## src/rtl/morse_key_decoder_if.sv

```systemverilog
// Key input and decoded-letter outputs of the Morse key decoder.
// The decoder uses the slave modport. The key source and the display stage use the master modport.
interface morse_key_decoder_if;
  logic       key_i;
  logic [4:0] letter_o;
  logic       letter_valid_o;
  logic       error_o;
  logic       busy_o;

  modport master (
    output key_i,
    input  letter_o, letter_valid_o, error_o, busy_o
  );

  modport slave (
    input  key_i,
    output letter_o, letter_valid_o, error_o, busy_o
  );
endinterface

```

## src/rtl/morse_key_decoder.sv

```systemverilog
// Samples and debounces a raw Morse key, then classifies marks as dot or dash.
// Each group closed by a letter gap is decoded to a letter index 0..25.
module morse_key_decoder #(
  parameter int TICK_DIV      = 1000,
  parameter int DEB_TICKS     = 5,
  parameter int DOT_MAX_TICKS = 150,
  parameter int GAP_TICKS     = 300
) (
  input  logic                clk_i,
  input  logic                rst_i,
  morse_key_decoder_if.slave  bus
);

  localparam int PRE_W = (TICK_DIV > 1) ? $clog2(TICK_DIV) : 1;
  localparam int DEB_W = $clog2(DEB_TICKS + 1);
  localparam logic [PRE_W-1:0] PRE_LAST = PRE_W'(TICK_DIV - 1);
  localparam logic [DEB_W-1:0] DEB_LAST = DEB_W'(DEB_TICKS - 1);
  localparam logic [8:0]       DOT_MAX  = 9'(DOT_MAX_TICKS);
  localparam logic [8:0]       GAP_MAX  = 9'(GAP_TICKS);

  typedef enum logic [1:0] {S_IDLE, S_MARK, S_SPACE, S_EMIT} state_t;

  logic             r_sync1, r_sync2;
  logic [PRE_W-1:0] r_pre;
  logic             w_tick;
  logic             r_key_db;
  logic [DEB_W-1:0] r_deb_cnt;

  state_t     r_state, w_state_nxt;
  logic [8:0] r_mark_cnt, w_mark_cnt_nxt;
  logic [8:0] r_gap_cnt, w_gap_cnt_nxt;
  logic [3:0] r_pattern, w_pattern_nxt;
  logic [2:0] r_len, w_len_nxt;
  logic       r_ovf, w_ovf_nxt;
  logic [4:0] r_letter, w_letter_nxt;
  logic       r_valid, w_valid_nxt;
  logic       r_error, w_error_nxt;

  logic       w_dash;
  logic [8:0] w_gap_inc;
  logic [8:0] w_mark_inc;
  logic       w_dec_ok;
  logic [4:0] w_dec_idx;

  always_ff @(posedge clk_i or posedge rst_i) begin
    if (rst_i) begin
      r_sync1 <= 1'b0;
      r_sync2 <= 1'b0;
    end else begin
      r_sync1 <= bus.key_i;
      r_sync2 <= r_sync1;
    end
  end

  assign w_tick = (r_pre == PRE_LAST);

  always_ff @(posedge clk_i or posedge rst_i) begin
    if (rst_i)       r_pre <= '0;
    else if (w_tick) r_pre <= '0;
    else             r_pre <= r_pre + 1'b1;
  end

  // A change is accepted only after DEB_TICKS consecutive differing tick samples.
  always_ff @(posedge clk_i or posedge rst_i) begin
    if (rst_i) begin
      r_key_db  <= 1'b0;
      r_deb_cnt <= '0;
    end else if (w_tick) begin
      if (r_sync2 != r_key_db) begin
        if (r_deb_cnt == DEB_LAST) begin
          r_key_db  <= r_sync2;
          r_deb_cnt <= '0;
        end else begin
          r_deb_cnt <= r_deb_cnt + 1'b1;
        end
      end else begin
        r_deb_cnt <= '0;
      end
    end
  end

  always_comb begin
    w_dec_ok  = 1'b1;
    w_dec_idx = '0;
    case ({r_len, r_pattern})
      {3'd1, 4'b0000}: w_dec_idx = 5'd4;
      {3'd1, 4'b0001}: w_dec_idx = 5'd19;
      {3'd2, 4'b0000}: w_dec_idx = 5'd8;
      {3'd2, 4'b0001}: w_dec_idx = 5'd0;
      {3'd2, 4'b0010}: w_dec_idx = 5'd13;
      {3'd2, 4'b0011}: w_dec_idx = 5'd12;
      {3'd3, 4'b0000}: w_dec_idx = 5'd18;
      {3'd3, 4'b0001}: w_dec_idx = 5'd20;
      {3'd3, 4'b0010}: w_dec_idx = 5'd17;
      {3'd3, 4'b0011}: w_dec_idx = 5'd22;
      {3'd3, 4'b0100}: w_dec_idx = 5'd3;
      {3'd3, 4'b0101}: w_dec_idx = 5'd10;
      {3'd3, 4'b0110}: w_dec_idx = 5'd6;
      {3'd3, 4'b0111}: w_dec_idx = 5'd14;
      {3'd4, 4'b0000}: w_dec_idx = 5'd7;
      {3'd4, 4'b0001}: w_dec_idx = 5'd21;
      {3'd4, 4'b0010}: w_dec_idx = 5'd5;
      {3'd4, 4'b0100}: w_dec_idx = 5'd11;
      {3'd4, 4'b0110}: w_dec_idx = 5'd15;
      {3'd4, 4'b0111}: w_dec_idx = 5'd9;
      {3'd4, 4'b1000}: w_dec_idx = 5'd1;
      {3'd4, 4'b1001}: w_dec_idx = 5'd23;
      {3'd4, 4'b1010}: w_dec_idx = 5'd2;
      {3'd4, 4'b1011}: w_dec_idx = 5'd24;
      {3'd4, 4'b1100}: w_dec_idx = 5'd25;
      {3'd4, 4'b1101}: w_dec_idx = 5'd16;
      default:         w_dec_ok  = 1'b0;
    endcase
  end

  assign w_dash     = (r_mark_cnt >= DOT_MAX);
  assign w_gap_inc  = (r_gap_cnt == '1) ? r_gap_cnt : r_gap_cnt + 1'b1;
  assign w_mark_inc = (r_mark_cnt == '1) ? r_mark_cnt : r_mark_cnt + 1'b1;

  always_ff @(posedge clk_i or posedge rst_i) begin
    if (rst_i) begin
      r_state    <= S_IDLE;
      r_mark_cnt <= '0;
      r_gap_cnt  <= '0;
      r_pattern  <= '0;
      r_len      <= '0;
      r_ovf      <= 1'b0;
      r_letter   <= '0;
      r_valid    <= 1'b0;
      r_error    <= 1'b0;
    end else begin
      r_state    <= w_state_nxt;
      r_mark_cnt <= w_mark_cnt_nxt;
      r_gap_cnt  <= w_gap_cnt_nxt;
      r_pattern  <= w_pattern_nxt;
      r_len      <= w_len_nxt;
      r_ovf      <= w_ovf_nxt;
      r_letter   <= w_letter_nxt;
      r_valid    <= w_valid_nxt;
      r_error    <= w_error_nxt;
    end
  end

  // The decode result is registered on the closing tick, so the strobe is visible
  // during the EMIT cycle. EMIT itself only picks the following state.
  always_comb begin
    w_state_nxt    = r_state;
    w_mark_cnt_nxt = r_mark_cnt;
    w_gap_cnt_nxt  = r_gap_cnt;
    w_pattern_nxt  = r_pattern;
    w_len_nxt      = r_len;
    w_ovf_nxt      = r_ovf;
    w_letter_nxt   = r_letter;
    w_valid_nxt    = 1'b0;
    w_error_nxt    = 1'b0;
    case (r_state)
      S_IDLE: begin
        if (r_key_db) begin
          w_state_nxt    = S_MARK;
          w_mark_cnt_nxt = '0;
          w_pattern_nxt  = '0;
          w_len_nxt      = '0;
          w_ovf_nxt      = 1'b0;
        end
      end
      S_MARK: begin
        if (!r_key_db) begin
          if (r_len < 3'd4) begin
            w_pattern_nxt = {r_pattern[2:0], w_dash};
            w_len_nxt     = r_len + 3'd1;
          end else begin
            w_ovf_nxt = 1'b1;
          end
          w_gap_cnt_nxt = '0;
          w_state_nxt   = S_SPACE;
        end else if (w_tick) begin
          w_mark_cnt_nxt = w_mark_inc;
        end
      end
      S_SPACE: begin
        if (w_tick && (w_gap_inc >= GAP_MAX)) begin
          w_gap_cnt_nxt = w_gap_inc;
          w_state_nxt   = S_EMIT;
          if (r_ovf || !w_dec_ok) begin
            w_error_nxt = 1'b1;
          end else begin
            w_valid_nxt  = 1'b1;
            w_letter_nxt = w_dec_idx;
          end
        end else if (r_key_db) begin
          w_state_nxt    = S_MARK;
          w_mark_cnt_nxt = '0;
        end else if (w_tick) begin
          w_gap_cnt_nxt = w_gap_inc;
        end
      end
      S_EMIT: begin
        if (r_key_db) begin
          w_state_nxt    = S_MARK;
          w_mark_cnt_nxt = '0;
          w_pattern_nxt  = '0;
          w_len_nxt      = '0;
          w_ovf_nxt      = 1'b0;
        end else begin
          w_state_nxt = S_IDLE;
        end
      end
      default: w_state_nxt = S_IDLE;
    endcase
  end

  assign bus.letter_o       = r_letter;
  assign bus.letter_valid_o = r_valid;
  assign bus.error_o        = r_error;
  assign bus.busy_o         = (r_state != S_IDLE);

endmodule

```

## src/flat_wrapper.sv

```systemverilog
// flat-port wrapper written by rule: the top's interface ports become plain ports
module morse_key_decoder_flat 
#(
  parameter int TICK_DIV      = 1000,
  parameter int DEB_TICKS     = 5,
  parameter int DOT_MAX_TICKS = 150,
  parameter int GAP_TICKS     = 300
)
  (clk_i, rst_i, bus_key_i, bus_letter_o, bus_letter_valid_o, bus_error_o, bus_busy_o);
  morse_key_decoder_if bus_i ();
  input  logic clk_i;
  input  logic rst_i;
  input wire logic [$bits(bus_i.key_i)-1:0] bus_key_i;
  output wire logic [$bits(bus_i.letter_o)-1:0] bus_letter_o;
  output wire logic [$bits(bus_i.letter_valid_o)-1:0] bus_letter_valid_o;
  output wire logic [$bits(bus_i.error_o)-1:0] bus_error_o;
  output wire logic [$bits(bus_i.busy_o)-1:0] bus_busy_o;
  assign bus_i.key_i = bus_key_i;
  assign bus_letter_o = bus_i.letter_o;
  assign bus_letter_valid_o = bus_i.letter_valid_o;
  assign bus_error_o = bus_i.error_o;
  assign bus_busy_o = bus_i.busy_o;
  morse_key_decoder #(.TICK_DIV(TICK_DIV), .DEB_TICKS(DEB_TICKS), .DOT_MAX_TICKS(DOT_MAX_TICKS), .GAP_TICKS(GAP_TICKS)) u_core (.clk_i(clk_i), .rst_i(rst_i), .bus(bus_i));
endmodule
```

## config.mk

```make
export PLATFORM = sky130hd
export DESIGN_NAME = morse_key_decoder_flat
export DESIGN_NICKNAME = d
export VERILOG_FILES = /design/src/rtl/morse_key_decoder_if.sv /design/src/rtl/morse_key_decoder.sv /design/src/flat_wrapper.sv
export SDC_FILE = /design/constraint.sdc
export NUM_CORES = 1
export LEC_CHECK = 0
export BUFFER_PORTS_ARGS = -buffer_cell sky130_fd_sc_hd__buf_2
export CORE_ASPECT_RATIO = 1.75
export CORE_MARGIN = 8
export CORE_UTILIZATION = 62
export CTS_CLUSTER_DIAMETER = 150
export CTS_CLUSTER_SIZE = 20
export DETAILED_ROUTE_END_ITERATION = 7
export PLACE_DENSITY = 0.76
export SLEW_MARGIN = 0
export SYNTH_ARGS = -nofsm -noshare
export SYNTH_HDL_FRONTEND = slang
export SYNTH_SLANG_ARGS = --single-unit
```

## constraint.sdc

```tcl
create_clock -name clk_i -period 3.01 [get_ports clk_i]
set_input_delay 0.301 -clock clk_i [delete_from_list [all_inputs] [get_ports clk_i]]
set_output_delay 0.301 -clock clk_i [all_outputs]
set_load 0.005 [all_outputs]
```

==> summary.txt, run 1 <==
CTS
  • CTS clock-pin slew for the worst setup and hold paths: 90 ps
  • TritonCTS clock tree: done
  • Clock Latency Late Sink: 300 ps
  • Clock sink count: 51
  • TritonCTS Buffers: 5
  • Bufs on Longest Clock Path: 2
  • Root buf cell: clkbuf_8
  • H-Tree Depth: 2
  • Hold Buf Count CTS: 0
  • Post-CTS resize count: 0
  • Setup bufs post-CTS: 0

Global routing
  • First-pass GRT wire length: 12290 µm
  • All-Layer GR Usage: 0.1856
  • Overflow after GRT: 0
  • Antenna violations before repair: 0
  • Largest net degree at the start of global routing: 52
  • Vias in the first global route: 2610

Floorplan
  • Die Span Y: 113.3 µm
  • IO Count: 11
  • Die area: 8108 µm²
  • Die width: 71.58 µm
  • Core Area: 5255 µm²
  • Initial core utilization: 0.6379
  • # rows: 35

Worst setup path
  • R2R cell count: 10
  • Worst setup SP type: flop
  • CP startpoint: u_core.r_mark_cnt[0]
  • RR Startpoint: u_core.r_mark_cnt[0]
  • Setup CP Type: reg -> reg
  • Worst path required time: 3200 ps
  • Critical path capture point type: flop
  • Reg-to-Reg End: u_core.r_mark_cnt[7]
  • WP data arrival: 2980 ps
  • CP endpoint: u_core.r_mark_cnt[7]
  • Crit Path Max Fanout: 9
  • R2r setup slk: 220 ps

Synthesis
  • Post-synth top cells: dfrtp_1, nor2_1, nand2_1
  • Ys Warns: 0
  • Post-Synthesis Cells: 371
  • #FFs+latches synth: 51
  • Yosys top cell by area: dfrtp_1
  • Mean post-synth cell area: 9.035 µm²
  • Area share of the largest cell type after synthesis: 0.3807
  • Most frequent cell after synthesis: dfrtp_1
  • Sequential share of the synthesized area: 0.3807
  • Post-Syn Nets: 391
  • Synth area leaders: dfrtp_1, ha_1, nor2_1
  • Yosys cell types: 63
  • Ys async rst share: 1.000
  • Post-synth EDFFs: 0
  • Main synth FF type: dfrtp_1
  • Mapped Area: 3352 µm²

STA
  • Final Hold Viols: 0
  • Endpoints failing setup: 0
  • Total negative slack: 0 ps
  • Post-route setup slack: 218.1 ps
  • Fmax: 358.2 MHz
  • Minimum clock period after layout: 2792 ps
  • Relative max-transition margin: 0.3153
  • Pins Over Slew Limit: 0
  • Measured slew at the worst slew-check pin: 1025 ps
  • Unrepaired setup endpoints after global routing: no
  • Final worst path period share: 0.9275
  • Skew final: 4.856 ps

Job
  • Max-cap violation count: 0

Power and ir drop
  • Cell leakage power: 0.001505 µW
  • P per Cell Area: 312.5 nW/µm²
  • Max VDD drop: 0.2809 mV

Finish
  • Final Util: 0.6593
  • Share of cells above drive strength 1: 0.1348
  • Post-Layout Cell Count: 426
  • Cell area after layout: 3465 µm²
  • Final net count: 390
  • Number of antenna diodes: 0
  • Syn-to-layout area delta: 3.359%

Detailed routing
  • Post-DR wirelength/cell: 16.77 µm
  • Via/cell ratio: 6.526
  • Drt pass-1 iters: 4
  • Vias: 2780
  • DRT iter0 DRCs: 130
  • Drt total wl: 7144 µm
  • DRT antenna net count: 0
  • DRC Markers: 0

Place
  • Placer Congestion: 0.9394
  • Inst Count DP: 418
  • PortBufs: 10
  • Dpl ws: 236.7 ps
  • Placement Cell Area: 3379 µm²
  • Post-DP HPWL: 5247 µm

Outcome
  • Outcome: completed

Hold path
  • Hold Path Class: in -> reg
-- area by class of cell --
class,instances,area (µm²)
multi-input cells,273,1853
well taps,55,68.82
fillers,454,1790
inverters,23,86.33
flip-flops and latches,51,1276
clock buffers,6,72.57
repair buffers,16,95.09
clock inverters,2,12.51
-- worst min path at each step --
| stage | from | endpoint | slack [ps] | depth (start not counted) |
|---|---|---|---|---|
| 3_5_place_dp | u_core.r_sync1 | u_core.r_sync2 | 350 | 0 |
| 2_1_floorplan | u_core.r_sync1 | u_core.r_sync2 | 330 | 0 |
| 6_report | bus_key_i | u_core.r_sync1 | 100 | 1 |
| 4_1_cts | bus_key_i | u_core.r_sync1 | 100 | 1 |
| 5_1_grt | bus_key_i | u_core.r_sync1 | 90 | 1 |
| 3_3_place_gp | u_core.r_sync1 | u_core.r_sync2 | 340 | 0 |
-- cells by family after synthesis --
kind of cell             after synthesis  synth area share
buffers and inverters                 47           0.06644
AND/OR/NAND/NOR                      135            0.2154
multiplexers                          10           0.03285
AO/OA/AOI/OAI                        104            0.2228
XOR/XNOR                               7           0.01829
adder cells (fa/ha/maj)               17           0.06346
flip-flops                            51            0.3807
-- per-layer routing --
layer | global-route usage | vias up | wire length (µm)
li1 | - | 1368 | -
met1 | 0.1975 | 1366 | 2911
met2 | 0.3557 | 37 | 3969
met3 | 0.02126 | 9 | 138
met4 | 0.06859 | 0 | 123
met5 | 0 | - | 0
-- sequential cells by signal, indices dropped and copies added, names as in the netlist --
name	count
u_core.r_mark_cnt	9
u_core.r_deb_cnt	3
u_core.r_sync2	1
u_core.bus.letter_o	5
u_core.r_state	2
u_core.r_pattern	4
u_core.r_key_db	1
u_core.r_pre	10
u_core.r_sync1	1
u_core.r_gap_cnt	9
u_core.r_len	3
u_core.bus.letter_valid_o	1
u_core.r_ovf	1
u_core.bus.error_o	1
-- through the flow --
step           power, µW  hold slack [ps]
2_1_floorplan      711.0            331.2
3_3_place_gp       716.2            342.5
3_5_place_dp       716.7            346.6
4_1_cts             1099            98.81
5_1_grt             1124            92.33
6_report            1083            102.1
-- cell usage in the layout (no fill, tap or decap), types with 5 or more instances in the layout --
cell        n
nand2_1    27
o22a_1      5
a21oi_1    14
nor3_1      6
buf_4       6
inv_1      22
o21ai_0    22
mux2_2      8
o2111ai_1   5
and3_1      7
buf_2      10
nand3_1    22
clkbuf_8    5
ha_1       17
a22o_1      5
nand4_1     8
nor2_1     30
a211oi_1   10
dfrtp_1    51
-- report_power, final --
part,internal [µW],total (µW),switching (µW)
Combinational,1.48,15.0,13.5
Sequential,686,686,0.578
Clock,163,381,218
Total,850,1080,232
-- worst max-delay path, cell delays in order (launching register included) --
cell and delay (ps):
dfrtp_1 430, ha_1 250, nand3_1 120, or2_2 140
nor2_1 50, ha_1 190, or4_1 690, nor4_2 380
and3_1 230, o211ai_1 80, o2bb2ai_1 130
Power figures use the tool's default switching activity.
==> run 2: changes to the inputs <==
Settings changed: CORE_MARGIN 8 to unset.
==> summary.txt, run 2 (synthesis gave the netlist of run 1 again) <==
STA
  • Measured slew at the worst slew-check pin: 1035 ps
  • Final Hold Viols: 0
  • Total negative slack: 0 ps
  • Unrepaired setup endpoints after global routing: no
  • Fmax: 359.9 MHz
  • Relative max-transition margin: 0.3092
  • Endpoints failing setup: 0
  • Minimum clock period after layout: 2779 ps
  • Final worst path period share: 0.9232
  • Pins Over Slew Limit: 0
  • Hold slack: 100.8 ps
  • Skew final: 9.897 ps

CTS
  • Clock sink count: 51
  • Post-CTS resize count: 0
  • TritonCTS Buffers: 5
  • Bufs on Longest Clock Path: 2
  • Root buf cell: clkbuf_8
  • Setup bufs post-CTS: 0
  • CTS clock-pin slew for the worst setup and hold paths: 90 ps
  • Clock Latency Late Sink: 300 ps
  • TritonCTS clock tree: done
  • H-Tree Depth: 2
  • Hold Buf Count CTS: 0

Global routing
  • Vias in the first global route: 2751
  • All-Layer GR Usage: 0.2671
  • Largest net degree at the start of global routing: 52
  • Overflow after GRT: 0
  • Antenna violations before repair: 0
  • First-pass GRT wire length: 12030 µm

Worst setup path
  • WP data arrival: 2970 ps
  • Worst setup SP type: flop
  • Crit Path Max Fanout: 9
  • RR Startpoint: u_core.r_mark_cnt[0]
  • Worst path required time: 3200 ps
  • CP startpoint: u_core.r_mark_cnt[0]
  • Setup CP Type: reg -> reg
  • Critical path capture point type: flop

Power and ir drop
  • Max VDD drop: 0.3805 mV
  • Cell leakage power: 0.001522 µW
  • P per Cell Area: 335.4 nW/µm²

Finish
  • Max reg flops: 10
  • Largest regs: u_core.r_pre x10, u_core.r_gap_cnt x9, u_core.r_mark_cnt x9
  • Number of antenna diodes: 0
  • Syn-to-layout area delta: 4.181%
  • Largest Register: u_core.r_pre
  • Share of cells above drive strength 1: 0.1375
  • Post-Layout Cell Count: 426
  • Commonest non-fill, non-tap cell in the layout: dfrtp_1
  • Most frequent cells in the layout: dfrtp_1, nor2_1, nand2_1
  • Cell area after layout: 3492 µm²
  • Final net count: 390

Floorplan
  • Core Area: 5255 µm²
  • Die width: 57.58 µm
  • Die Span Y: 99.27 µm
  • Die area: 5716 µm²
  • # rows: 35
  • IO Count: 11
  • Initial core utilization: 0.6379

Detailed routing
  • DRT antenna net count: 0
  • Via/cell ratio: 6.474
  • Vias: 2758
  • Drt total wl: 6958 µm
  • Post-DR wirelength/cell: 16.33 µm
  • Drt pass-1 iters: 4
  • DRT iter0 DRCs: 165
  • DRC Markers: 0

Job
  • Max-cap violation count: 0

Place
  • Post-DP HPWL: 5194 µm
  • Placement Cell Area: 3379 µm²
  • PortBufs: 10
  • Placer Congestion: 0.8925
  • Inst Count DP: 418

Hold path
  • Hold Path Class: in -> reg
  • Min-delay src: bus_key_i

Outcome
  • Outcome: completed
-- run 2: cell types whose count changed in the layout (fill, tap and decap cells not counted) --
cell	change
bufinv_16	+1
clkinvlp_4	-1
clkbuf_1	-1
clkinv_4	+1
-- run 2: where the power goes --
part	total (µW)	switching (µW)	internal, µW
Combinational	15.1	13.6	1.48
Clock	470	222	248
Sequential	686	0.615	686
Total	1170	236	935
-- run 2: final timing paths --
kind                                         to  slack, ps  depth (start not counted)
max reg2reg                u_core.r_mark_cnt[7]        230                         10
max in group asynchronous       u_core.r_pre[3]       2120                          2
min                              u_core.r_sync1        100                          1
min reg2reg                      u_core.r_sync2        370                          0
min in group asynchronous  u_core.r_mark_cnt[2]        230                          2
max                        u_core.r_mark_cnt[7]        230                         10
-- run 2: routing by layer --
layer	wire length, µm	global-route usage	vias up
li1	-	-	1365
met4	172	0.1107	0
met2	3861	0.5045	58
met1	2750	0.2942	1320
met3	174	0.02601	15
met5	0	0	-
-- run 2: stage by stage --
step | utilization | power (µW) | setup slack [ps]
CTS | 0.6645 | 1179 | 249.5
finish | 0.6645 | 1171 | 231.1
global route | 0.6645 | 1209 | 129.7
detailed placement | 0.6431 | 716.6 | 263.5
global placement | 0.6431 | 716.1 | 362.2
floorplan | - | 711.0 | 444.8
-- run 2: cell type report --
type	instances	area, µm²
clock inverter	3	43.79
timing repair buffer	16	95.09
fill	444	1763
tap	55	68.82
multi-input combinational	273	1853
sequential	51	1276
inverter	23	86.33
clock buffer	5	68.82
-- run 2: worst max-delay path, cell delays in order, from the launching register on --
cell and delay, ps:
dfrtp_1 430, ha_1 250, nand3_1 120, or2_2 140
nor2_1 50, ha_1 190, or4_1 680, nor4_2 350
and3_1 220, o211ai_1 80, o2bb2ai_1 130
